**src/rtl/bert_check.sv**
```systemverilog
// bert_check: multi-lane bit-error-rate checker for word-aligned serdes loopback data.
// Per lane: pattern compare -> registered mismatch vector -> popcount, lock FSM, saturating counters.
module bert_check #(
    parameter int BW       = 64,
    parameter int LANES    = 2,
    parameter int ECW      = 64,
    parameter int RCW      = 58,
    parameter int LOCK_N   = 16,
    parameter int UNLOCK_N = 4
) (
    input  logic                 CLK,
    input  logic                 RSTX,
    input  logic                 CLR,
    input  logic [1:0]           MODE,
    input  logic                 INV,
    input  logic [LANES*BW-1:0]  DIN,
    input  logic [LANES-1:0]     DIPUSH,
    output logic [LANES-1:0]     LOCKED,
    output logic [LANES*ECW-1:0] ERR_CNT,
    output logic [LANES*RCW-1:0] RECV_CNT,
    output logic                 ERR_ANY
);
    localparam int WW  = $clog2(BW + 1);
    localparam int GW  = $clog2(LOCK_N + 1);
    localparam int BDW = $clog2(UNLOCK_N + 1);
    localparam logic [BW-1:0] ALT_PAT = BW'({((BW + 1) / 2){2'b10}});

    typedef enum logic { ST_HUNT = 1'b0, ST_LOCKED = 1'b1 } state_e;

    logic [1:0]       mode_q;
    logic             modeChg;
    logic [LANES-1:0] laneHit;
    logic             errAny_q, errAny_d;

    assign modeChg  = (MODE != mode_q);
    assign errAny_d = CLR ? 1'b0 : (errAny_q | (|laneHit));
    assign ERR_ANY  = errAny_q;

    always_ff @(posedge CLK or negedge RSTX) begin
        if (!RSTX) begin
            mode_q   <= 2'd0;
            errAny_q <= 1'b0;
        end else begin
            mode_q   <= MODE;
            errAny_q <= errAny_d;
        end
    end

    for (genvar ln = 0; ln < LANES; ln++) begin : gLane
        logic [BW-1:0]  d, expw, e1_q;
        logic [6:0]     hist_q;
        logic [BW:0]    s;
        logic           hvalid_q, hvalidEff, judged, v1_q, hit;
        logic [WW-1:0]  w;
        state_e         state_q, state_d;
        logic [GW-1:0]  good_q, good_d;
        logic [BDW-1:0] bad_q, bad_d;
        logic [ECW-1:0] err_q, err_d;
        logic [RCW-1:0] recv_q, recv_d;
        logic [ECW:0]   errSum;

        // PRBS7 taps look back 6 and 7 bits, so only the top 7 bits of the previous word are kept.
        always_comb begin
            d    = INV ? ~DIN[ln*BW +: BW] : DIN[ln*BW +: BW];
            s    = {d[BW-7:0], hist_q};
            expw = '0;
            case (MODE)
                2'd0:    for (int k = 0; k < BW; k++) expw[k] = s[k+1] ^ s[k];
                2'd1:    expw = ALT_PAT;
                2'd2:    expw = '0;
                default: expw = '1;
            endcase
            hvalidEff = hvalid_q & ~modeChg;
            judged    = DIPUSH[ln] & ((MODE != 2'd0) | hvalidEff);
        end

        always_ff @(posedge CLK or negedge RSTX) begin
            if (!RSTX) begin
                hist_q   <= '0;
                hvalid_q <= 1'b0;
                e1_q     <= '0;
                v1_q     <= 1'b0;
            end else begin
                v1_q     <= judged;
                hvalid_q <= DIPUSH[ln] | hvalidEff;
                if (judged) e1_q <= d ^ expw;
                if (DIPUSH[ln]) hist_q <= d[BW-1:BW-7];
            end
        end

        always_comb begin
            w = '0;
            for (int k = 0; k < BW; k++) w = w + WW'(e1_q[k]);
        end

        // Counting uses the pre-update state, so the locking word is skipped and the unlocking word is counted.
        always_comb begin
            state_d = state_q;
            good_d  = good_q;
            bad_d   = bad_q;
            err_d   = err_q;
            recv_d  = recv_q;
            hit     = 1'b0;
            errSum  = {1'b0, err_q} + (ECW + 1)'(w);
            if (v1_q) begin
                if (state_q == ST_HUNT) begin
                    if (w == '0) begin
                        good_d = good_q + GW'(1);
                        if (good_q == GW'(LOCK_N - 1)) begin
                            state_d = ST_LOCKED;
                            bad_d   = '0;
                        end
                    end else begin
                        good_d = '0;
                    end
                end else begin
                    recv_d = (&recv_q) ? recv_q : recv_q + RCW'(1);
                    err_d  = errSum[ECW] ? '1 : errSum[ECW-1:0];
                    hit    = (w != '0);
                    if (w != '0) begin
                        bad_d = bad_q + BDW'(1);
                        if (bad_q == BDW'(UNLOCK_N - 1)) begin
                            state_d = ST_HUNT;
                            good_d  = '0;
                        end
                    end else begin
                        bad_d = '0;
                    end
                end
            end
            if (modeChg) begin
                state_d = ST_HUNT;
                good_d  = '0;
                bad_d   = '0;
            end
            if (CLR) begin
                err_d  = '0;
                recv_d = '0;
                hit    = 1'b0;
            end
        end

        always_ff @(posedge CLK or negedge RSTX) begin
            if (!RSTX) begin
                state_q <= ST_HUNT;
                good_q  <= '0;
                bad_q   <= '0;
                err_q   <= '0;
                recv_q  <= '0;
            end else begin
                state_q <= state_d;
                good_q  <= good_d;
                bad_q   <= bad_d;
                err_q   <= err_d;
                recv_q  <= recv_d;
            end
        end

        assign laneHit[ln]              = hit;
        assign LOCKED[ln]               = (state_q == ST_LOCKED);
        assign ERR_CNT[ln*ECW +: ECW]   = err_q;
        assign RECV_CNT[ln*RCW +: RCW]  = recv_q;
    end

endmodule

```
**config.mk**
```make
export PLATFORM = sky130hd
export DESIGN_NAME = bert_check
export DESIGN_NICKNAME = d
export VERILOG_FILES = /design/src/rtl/bert_check.sv
export SDC_FILE = /design/constraint.sdc
export NUM_CORES = 1
export LEC_CHECK = 0
export ABC_AREA = 1
export CAP_MARGIN = 10
export CORE_MARGIN = 1.5
export CORE_UTILIZATION = 25
export CTS_CLUSTER_SIZE = 8
export DETAILED_ROUTE_END_ITERATION = 7
export GPL_TIMING_DRIVEN = 0
export SLEW_MARGIN = 20
export SYNTH_ARGS = -nofsm -noshare
export SYNTH_HDL_FRONTEND = slang
export SYNTH_SLANG_ARGS = --single-unit
```
**constraint.sdc**
```tcl
create_clock -name CLK -period 20.3 [get_ports CLK]
set_input_delay 2.03 -clock CLK [delete_from_list [all_inputs] [get_ports CLK]]
set_output_delay 2.03 -clock CLK [all_outputs]
set_load 0.005 [all_outputs]
```
Word level (Yosys, flattened, before mapping)
Index checks and enable logic that the tools add are counted.
W data, S select, Z words.

word-level totals
  word-level logic and storage cells = 401
  input bits = 136
  register bits = 411

operators by class
  add/subtract/negate cells = 134
  bitwise logic cells = 142
  mux-type cells = 65
  eq/ne operators = 13
  reductions and logical operators = 27

operator list
  operator                 number
  $add A7 B1 Y7            114
  $mux W64                 10
  $mux W58                 8
  $pmux W64 S3             2
  $add A64 B7 Y65          2
  $not A64 Y64             2
  $xor A1 B1 Y1            128
  $xor A64 B64 Y64         2
  $add A58 B1 Y58 const B  2
  $reduce_and A58 Y1       2
  $mux W5                  12
  $mux W3                  12
  $mux W1                  21
  $reduce_and A3 Y1        6
  $add A6 B1 Y7            2
  $logic_not A7 Y1         2
  $reduce_bool A2 Y1       7
  $reduce_bool A7 Y1       2
  $add A5 B1 Y6            2
  $ne A3 B2 Y1 const B     4
  $reduce_bool A3 Y1       4
  $add A4 B1 Y5            2
  $add A5 B1 Y5 const B    2
  $eq A5 B4 Y1 const B     2
  other kinds (15)         29

Logic depth before layout (Yosys ltp)
Gate-level depths: netlist of the first run.

  depth in word-level cells = 70
  depth in mapped cells = 36
  mapped depth without buffers = 36

Worst setup path after synthesis of the first run
Ideal clock, no wire load.

  path kind = flip-flop to flip-flop
  start = register gLane[1].e1_q[29]
  end = register gLane[1].err_q[45]
  buffers on the path = 1
  slack = 13.355 ns
  setup time = 0.083 ns
  arrival = 6.863 ns
  period minus slack after synthesis = 6.945 ns
  stages on the path, launching flop included = 32
  cells stage by stage = dfrtp_1 > fa_1 > inv_1 > fa_1 > inv_1 > fa_1 > inv_1 > fa_1 > inv_1 > fa_1 > fa_1 > inv_1 > fa_1 > fa_1 > inv_1 > ha_1 > fa_1 > nor3b_1 > nor2_1 > inv_1 > ha_1 > nand2_1 > nor2_1 > nand3_1 > nand2_1 > nand3_2 > nor2_2 > inv_2 > buf_2 > nand3_1 > nand2_1 > o21ai_0

between the ends
  word-level cells in the longest chain between the ends = 40

ends and longest elaborated chain
  item                         line  source
  start: declaration           50    logic [BW-1:0] d, expw, e1_q;
  start signal: assignment     86    if (judged) e1_q <= d ^ expw;
  $add A7 B1 Y7 (35 in a row)  93    for (int k = 0; k < BW; k++) w = w + WW'(e1_q[k]);
  $add A64 B7 Y65              104   errSum = {1'b0, err_q} + (ECW + 1)'(w);
  $mux W64                     118   err_d = errSum[ECW] ? '1 : errSum[ECW-1:0];
  $mux W64                     106   if (state_q == ST_HUNT) begin
  $mux W64                     105   if (v1_q) begin
  $mux W64                     136   if (CLR) begin
  end signal: assignment       154   err_q <= err_d;
  end: declaration             58    logic [ECW-1:0] err_q, err_d;

No other way between the ends. The select of a mux whose other input is x is not followed.
A chain may end at the register's enable or synchronous reset.

Worst setup path after layout of the first run
  start = register gLane[0].e1_q[47]
  end = register gLane[0].err_q[35]

between the ends
  word-level cells in the longest chain between the ends = 22

ends and longest elaborated chain
  item                         line
  start: declaration           50
  start signal: assignment     86
  $add A7 B1 Y7 (17 in a row)  93
  $add A64 B7 Y65              104
  $mux W64                     118
  $mux W64                     106
  $mux W64                     105
  $mux W64                     136
  end signal: assignment       154
  end: declaration             58

No other way between the ends. The select of a mux whose other input is x is not followed.

==> results of run 1 <==
flip-flops by register name, indices dropped and copies added (netlist names):
register / count
gLane.bad_q: 6
gLane.recv_q: 116
ERR_ANY: 1
mode_q: 2
gLane.good_q: 10
gLane.e1_q: 128
gLane.hist_q: 14
gLane.v1_q: 2
gLane.state_q: 2
gLane.hvalid_q: 2
gLane.err_q: 128
worst min path at each step:
stage,end,slack [ps]
floorplan,gLane[0].bad_q[2],450
global placement,gLane[0].e1_q[27],470
detailed placement,gLane[0].bad_q[2],470
CTS,gLane[1].e1_q[45],480
global route,gLane[1].e1_q[38],510
finish,gLane[1].e1_q[45],480
cell type report:
cell class,instances,area (µm²),area share
clock buffer,75,1618,0.03923
clock inverter,5,102.6,0.002488
buffer,146,711.9,0.01727
timing repair buffer,385,3946,0.09570
inverter,538,2021,0.04900
multi-input combinational,3690,20350,0.4936
tap,1755,2196,0.05325
sequential,411,10280,0.2494
per-stage QoR:
stage | cell area [µm²] | util
2_1_floorplan | 33360 | -
3_3_place_gp | 39360 | 0.2983
3_5_place_dp | 39510 | 0.2994
4_1_cts | 41230 | 0.3124
5_1_grt | 41230 | 0.3125
6_report | 41230 | 0.3125
cell usage in the layout (no fill, tap or decap), drive strengths merged, types with 2 or more instances in the layout:
master,instances
nand3b,19
clkinv,7
and2,6
inv,535
o21ai,358
xnor2,267
nor2,466
ha,56
buf,78
nand3,334
nand2,1633
clkbuf,149
or2,7
xor2,209
nor3b,4
nand4,102
nor3,83
o21bai,18
and3,2
fa,110
a21oi,13
dfrtp,411
clkdlybuf4s50,379
per-layer routing:
| layer | track usage | vias up | part of all wire |
|---|---|---|---|
| met5 | 0 | - | 0.000066 |
| met2 | 0.3082 | 1003 | 0.44 |
| met4 | 0.05563 | 2 | 0.030 |
| met1 | 0.2652 | 15620 | 0.45 |
| li1 | - | 15800 | - |
| met3 | 0.05143 | 199 | 0.077 |
cell families after synthesis:
logic type,after synthesis,share of synthesized area
flip-flops,411,0.3083
buffers and inverters,684,0.08187
AO/OA/AOI/OAI,391,0.06016
AND/OR/NAND/NOR,2657,0.3283
XOR/XNOR,476,0.1344
adder cells (fa/ha/maj),166,0.08701
critical path, delay by kind of cell, from the launching register on:
kind	cells	cell delay, ps
adders and majority gates	11	4920
buffers and inverters	9	880
DFF	1	400
and+or+nand+nor	11	1720
==> summary by stage, run 1 <==
Clock tree
After clock tree synthesis, the clock-pin slew on the worst setup and hold paths is 50 ps. The number of buffers added by the clock tree synthesis step is 60. The number of H-tree levels is 2.

TritonCTS built the clock tree. The tree is rooted in a sky130_fd_sc_hd__clkbuf_16. The later pin in the worst-skew pair is clocked with a latency of around 700 ps.

The number of buffers added to fix hold violations after cts is 0. Once the clock tree was built, the resizer swapped 0 gates to a different size. The clock drives 411 sinks. The longest clock path from root to sink contains 3 buffers.

The buffers inserted during post-CTS setup optimization is 0.

Critical path
The highest-delay cell along the critical path is sky130_fd_sc_hd__fa_1. The critical path endpoint category is a flip-flop. On the worst path, the slowest cell contributes a delay of around 540 ps. The sort of element at the start of the critical path is a flip-flop. The capture instance of the worst register-to-register path is gLane[0].err_q[35]. For the worst setup path, the data required time is 20920 ps.

For the worst setup path, the data arrival time is about 8600 ps. The cell with the most instances on the worst path is sky130_fd_sc_hd__fa_1. The startpoint-to-endpoint class of the critical path is reg -> reg. The critical path ends at gLane[0].err_q[35]. For the worst flop-to-flop path, the logic depth is 31. In this run the critical register-to-register path is launched from gLane[0].e1_q[47]. The maximum fanout count along the critical path is 10.

The critical path starts at gLane[0].e1_q[47]. The worst register-to-register path has a setup slack of 12320 ps.

Synthesis
Synthesis produced a netlist with a net count of around 5100. By instance count, the leading cell after synthesis is sky130_fd_sc_hd__nand2_1. Of all cell types, the one taking the most synthesized area is sky130_fd_sc_hd__dfrtp_1. The Yosys step of the flow raised 0 warnings. The share of the yosys chip area belonging to registers is 0.3083. After synthesis, the most frequently instantiated cells are sky130_fd_sc_hd__nand2_1 (1628), sky130_fd_sc_hd__inv_1 (529), sky130_fd_sc_hd__nor2_1 (457). In the synthesized netlist the async set-or-reset flop fraction comes to 1.000.

Sorting the synthesized cells by area gives the leading types as sky130_fd_sc_hd__dfrtp_1 (31%), sky130_fd_sc_hd__nand2_1 (18%), sky130_fd_sc_hd__xnor2_1 (7.0%), sky130_fd_sc_hd__fa_1 (6.6%), sky130_fd_sc_hd__inv_1 (6.0%). The portion of synthesized cell area occupied by the leading cell type is 0.3083. The mean post-synth cell area is 6.972 µm². After synthesis the netlist holds a flip-flop and latch count of 411.

In this run the cell area of the synthesized design comes to about 33000 µm². The number of flops mapped to enable cells by yosys is 0. The most used flip-flop cell after synthesis is sky130_fd_sc_hd__dfrtp_1. The count of cell types in the netlist is 38.

The number of instances in the synthesized netlist is about 4800.

STA
In the post-route analysis, the smallest setup slack over all paths is 12320 ps. The worst path needs roughly 8000 ps of the cycle, external delays included. The clock tree skew after final layout is about 51 ps. At the pin with the least slew margin, the transition time is approximately 1000 ps. The normalized max-slew margin is 0.3420. Setup repair after global routing left no endpoint under its margin. Setup total negative slack on the finished layout was measured at 0 ps. The number of max-slew violations in the final report is 0. The final setup violation count is 0. The maximum clock frequency is 125.4 MHz.

In the finished design, the share of the clock period the worst path needs comes to 0.3929. The smallest hold slack is ~480 ps. The count of final hold-check violations is 0.

Finish
The layout has 14340 filler cells. The area growth from synthesis to final layout is 23.60%. The final instance count without filler cells is 7005.

The number of antenna diodes is 0. The final layout contains 5534 nets. The proportion of layout cells with a drive suffix above 1 is 0.04095.

Route
The detailed router finished its first iteration with ~2800 violations. Once detail routing completed, the nets flagged for antenna violations numbered 0. The final routed DRC violation total is 0. In the routed layout, each cell is associated on average with a via count of 4.657. Dividing the detail-routed wire length by the instance count gives 19.40 µm. The detailed-route via count is approximately 33000. The post-detailed-routing wire length is 135900 µm. The detailed-router iteration count before antenna repair is 8.

Die
The area enclosed by the die boundary is 135600 µm². For this configuration, the core starts out at a cell density of 0.2528. The y dimension of the die is 368.3 µm. The cell row count is around 130.

Measured along the x axis, the die boundary spans 368.3 µm. For this design the top-level I/O count stands at 383. The area of the core is 132000 µm².

Global route
The number of antenna violations at the first check in global routing was 1. Across every metal layer, demand over resource in global routing totals 0.1968. Summed over all layers, the global routing overflow is 0.

The number of global-route vias before repair is 31860. The first global-routing pass estimated 202700 µm of wire. Entering global routing, the biggest net connects 82 pins.

Place
The pre-CTS setup slack is 12350 ps. The number of buffers added on ports is 380. The global placer's final weighted congestion is 0.9714.

The cell total after placement is 6925. The wire-length estimate of the detail-placed layout is 109500 µm.

Min path
The tightest min-delay check is of the reg -> reg type. The worst hold path begins at gLane[1].e1_q[45]. The cell depth of the worst min-delay path is 2.

Run
The total of max-cap violations is 0.

Outcome
The run finished with clean final reports.
Power of run 1 is left out: the tool's default activity adds up to more than one toggle a clock period on the data nets, which glitch-free logic cannot reach.
==> run 2, diff against run 1 <==
==> constraint.sdc (replaced) <==
create_clock -name CLK -period 8.21 [get_ports CLK]
set_input_delay 0.821 -clock CLK [delete_from_list [all_inputs] [get_ports CLK]]
set_output_delay 0.821 -clock CLK [all_outputs]
set_load 0.005 [all_outputs]
==> run 2 against run 1 <==
  * Sequential cell count is the same
  * Die area is the same
  * Register-to-register slack lost 12000 ps
  * Sequential share of layout area is essentially flat
  * Clock-buffer cell count is the same
  * Worst setup slack lost 12000 ps
  * Critical path depth is the same
  * Maximum frequency grew 2.1%
  * Final area grew 0.11%
  * Core utilization is essentially flat
  * Global-route usage is the same
  * Critical endpoint unchanged
==> summary by stage, run 2 (same netlist as run 1, synthesis figures left out) <==
Outcome
The run finished with clean final reports.

STA
The count of final hold-check violations came to 0. The clock arrives with 49.45 ps of skew. The pin slew with the least headroom to its limit is approximately 990 ps. The number of max-slew violations in the final report came to 0. The minimum clock period after layout is slightly below 8000 ps. In the finished design, the share of the clock period the worst path needs comes to 0.9514. Setup repair after global routing left no endpoint under its margin. For this run, the top clock speed supported by timing is 128.0 MHz. The final setup violation count is 0. The worst pin sits at a relative slew slack of 0.3381. Once routing completed, OpenROAD measured the worst setup slack at 398.9 ps.

Finish
At the end of the flow, the number of nets in the layout was 5536. Leaving out fill and tap cells, the most frequent cell in the layout is sky130_fd_sc_hd__nand2_1. The largest registers in the layout are gLane.e1_q: 128 flops, gLane.err_q: 128 flops, gLane.recv_q: 116 flops. The area growth from synthesis to final layout is 23.73%. The final standard cell utilization of the core is 0.3128. The filler cells instantiated in the layout total 14340. The number of antenna diodes is 0. Leaving out fill and tap cells, the most frequent cells in the layout are sky130_fd_sc_hd__nand2_1 (1627), sky130_fd_sc_hd__inv_1 (529), sky130_fd_sc_hd__nor2_1 (454), sky130_fd_sc_hd__dfrtp_1 (411), sky130_fd_sc_hd__clkdlybuf4s50_1 (379). The proportion of layout cells with a drive suffix above 1 is 0.04246.

Critical path
The peak per-stage delay on the critical path is 530 ps. The sort of element at the start of the critical path is a flip-flop. The highest-delay cell along the critical path is sky130_fd_sc_hd__fa_1. The maximum fanout count along the critical path is 10. Across all register-to-register paths, the minimum setup slack is 400 ps. The critical path in this run is classified as reg -> reg. The critical path endpoint category is a flip-flop. Data arrives at the worst endpoint at 8380 ps. The cell with the most instances on the worst path is sky130_fd_sc_hd__fa_1. The data required time at the worst endpoint is between 8000 and 9000 ps.

Route
In this run the remaining antenna-violating nets after routing total 0. The post-detailed-routing wire length is 135900 µm. The number of design-rule violations left by the first detailed-router iteration is 2738.

The wire length per cell after detailed routing is approximately 19 µm. The detailed-router iteration count before antenna repair is 6. The post-detailed-route via-to-cell ratio is 4.670.

The final routed DRC violation total is 0. Across all layers, the routed design uses 32720 vias.

Global route
The number of antenna violations at the first check in global routing is 1. Global routing finished with a remaining overflow of 0. For this run, the total global-route usage over all layers was measured as 0.1968. The number of global-route vias before repair is 31860. The pin count of the biggest net entering global routing is between 80 and 90. The first global-routing pass estimated 202700 µm of wire.

Clock tree
The H-tree was split into 2 levels. The tree is rooted in a sky130_fd_sc_hd__clkbuf_16. Clock latency on the worst-skew pair, taken at its later pin, is ~690 ps.

The number of buffers added to fix hold violations after cts is 0. Counting every sink on the clock net gives 411. TritonCTS built the clock tree. TritonCTS created 60 clock buffers.

The clock slew seen by the registers of the worst setup and hold paths is 50 ps. The largest buffer count on any clock path is 3.

Run
The total of max-cap violations is 0.

Die
For this configuration, the core starts out at a cell density of 0.2528. The cell row count is 133. Measured along the x axis, the die boundary spans between 300 and 400 µm. The die covers 135600 µm².

The area of the core is 132000 µm². 383 I/O pins were placed. Measured along the y axis, the die boundary spans 368.3 µm.

Place
The congestion estimate from routability-driven global placement came to 0.9714. The final HPWL from detailed placement is 109500 µm. Port buffering added 380 buffers. The pre-CTS setup slack is 262.3 ps.

Min path
The worst hold path belongs to the class in -> async.
run 2: area by class of cell:
cell class | count | area (µm²) | share of cell area
multi-input cells | 3690 | 20370 | 0.4935
flip-flops and latches | 411 | 10280 | 0.2492
repair buffers | 387 | 3961 | 0.09596
well taps | 1755 | 2196 | 0.05319
inverters | 538 | 2021 | 0.04895
clock buffers | 75 | 1618 | 0.03919
plain buffers | 146 | 723.2 | 0.01752
clock inverters | 5 | 102.6 | 0.002485
run 2: routing by layer:
metal | vias to the layer above | track usage | part of all wire
met3 | 206 | 0.05143 | 0.080
met2 | 1070 | 0.3082 | 0.44
met1 | 15630 | 0.2652 | 0.45
met5 | - | 0 | 0.000066
li1 | 15810 | - | -
met4 | 2 | 0.05563 | 0.030
run 2: timing repair:
item | in CTS | in global routing
endpoints found under the hold margin | 0 | 0
gates resized for setup | 0 | 13
setup endpoints to repair | 0 | 93
buffers inserted | 0 | 2
run 2: critical path: cells and delay by family, from the launching register on:
| family | cells | cell delay, ps |
|---|---|---|
| compound gates | 1 | 170 |
| simple gates | 9 | 1220 |
| fa+ha+maj | 11 | 4900 |
| buf+inv | 10 | 990 |
| flops | 1 | 400 |
run 2: worst paths after layout:
| check | start | to | cells after the start |
|---|---|---|---|
| max | gLane[0].e1_q[47] | gLane[0].err_q[35] | 31 |
| min | RSTX | gLane[0].recv_q[47] | 1 |
| max reg2reg | gLane[0].e1_q[47] | gLane[0].err_q[35] | 31 |
| min reg2reg | gLane[1].e1_q[45] | gLane[1].e1_q[45] | 2 |
| max in group asynchronous | RSTX | gLane[1].err_q[26] | 4 |
| min in group CLK | gLane[1].e1_q[45] | gLane[1].e1_q[45] | 2 |
run 2: stage by stage:
step / hold WS [ps] / area (µm²) / setup TNS, ps / std cells
after floorplan: 449.1 / 33360 / 0 / 4785
after global placement: 465.8 / 39360 / -5634740 / 6920
after detailed placement: 469.8 / 39510 / 0 / 6925
after CTS: 37.97 / 41230 / 0 / 7005
after global routing: 69.99 / 41280 / 0 / 7007
final: 58.43 / 41280 / 0 / 7007
Power of run 2 is left out for the same reason.
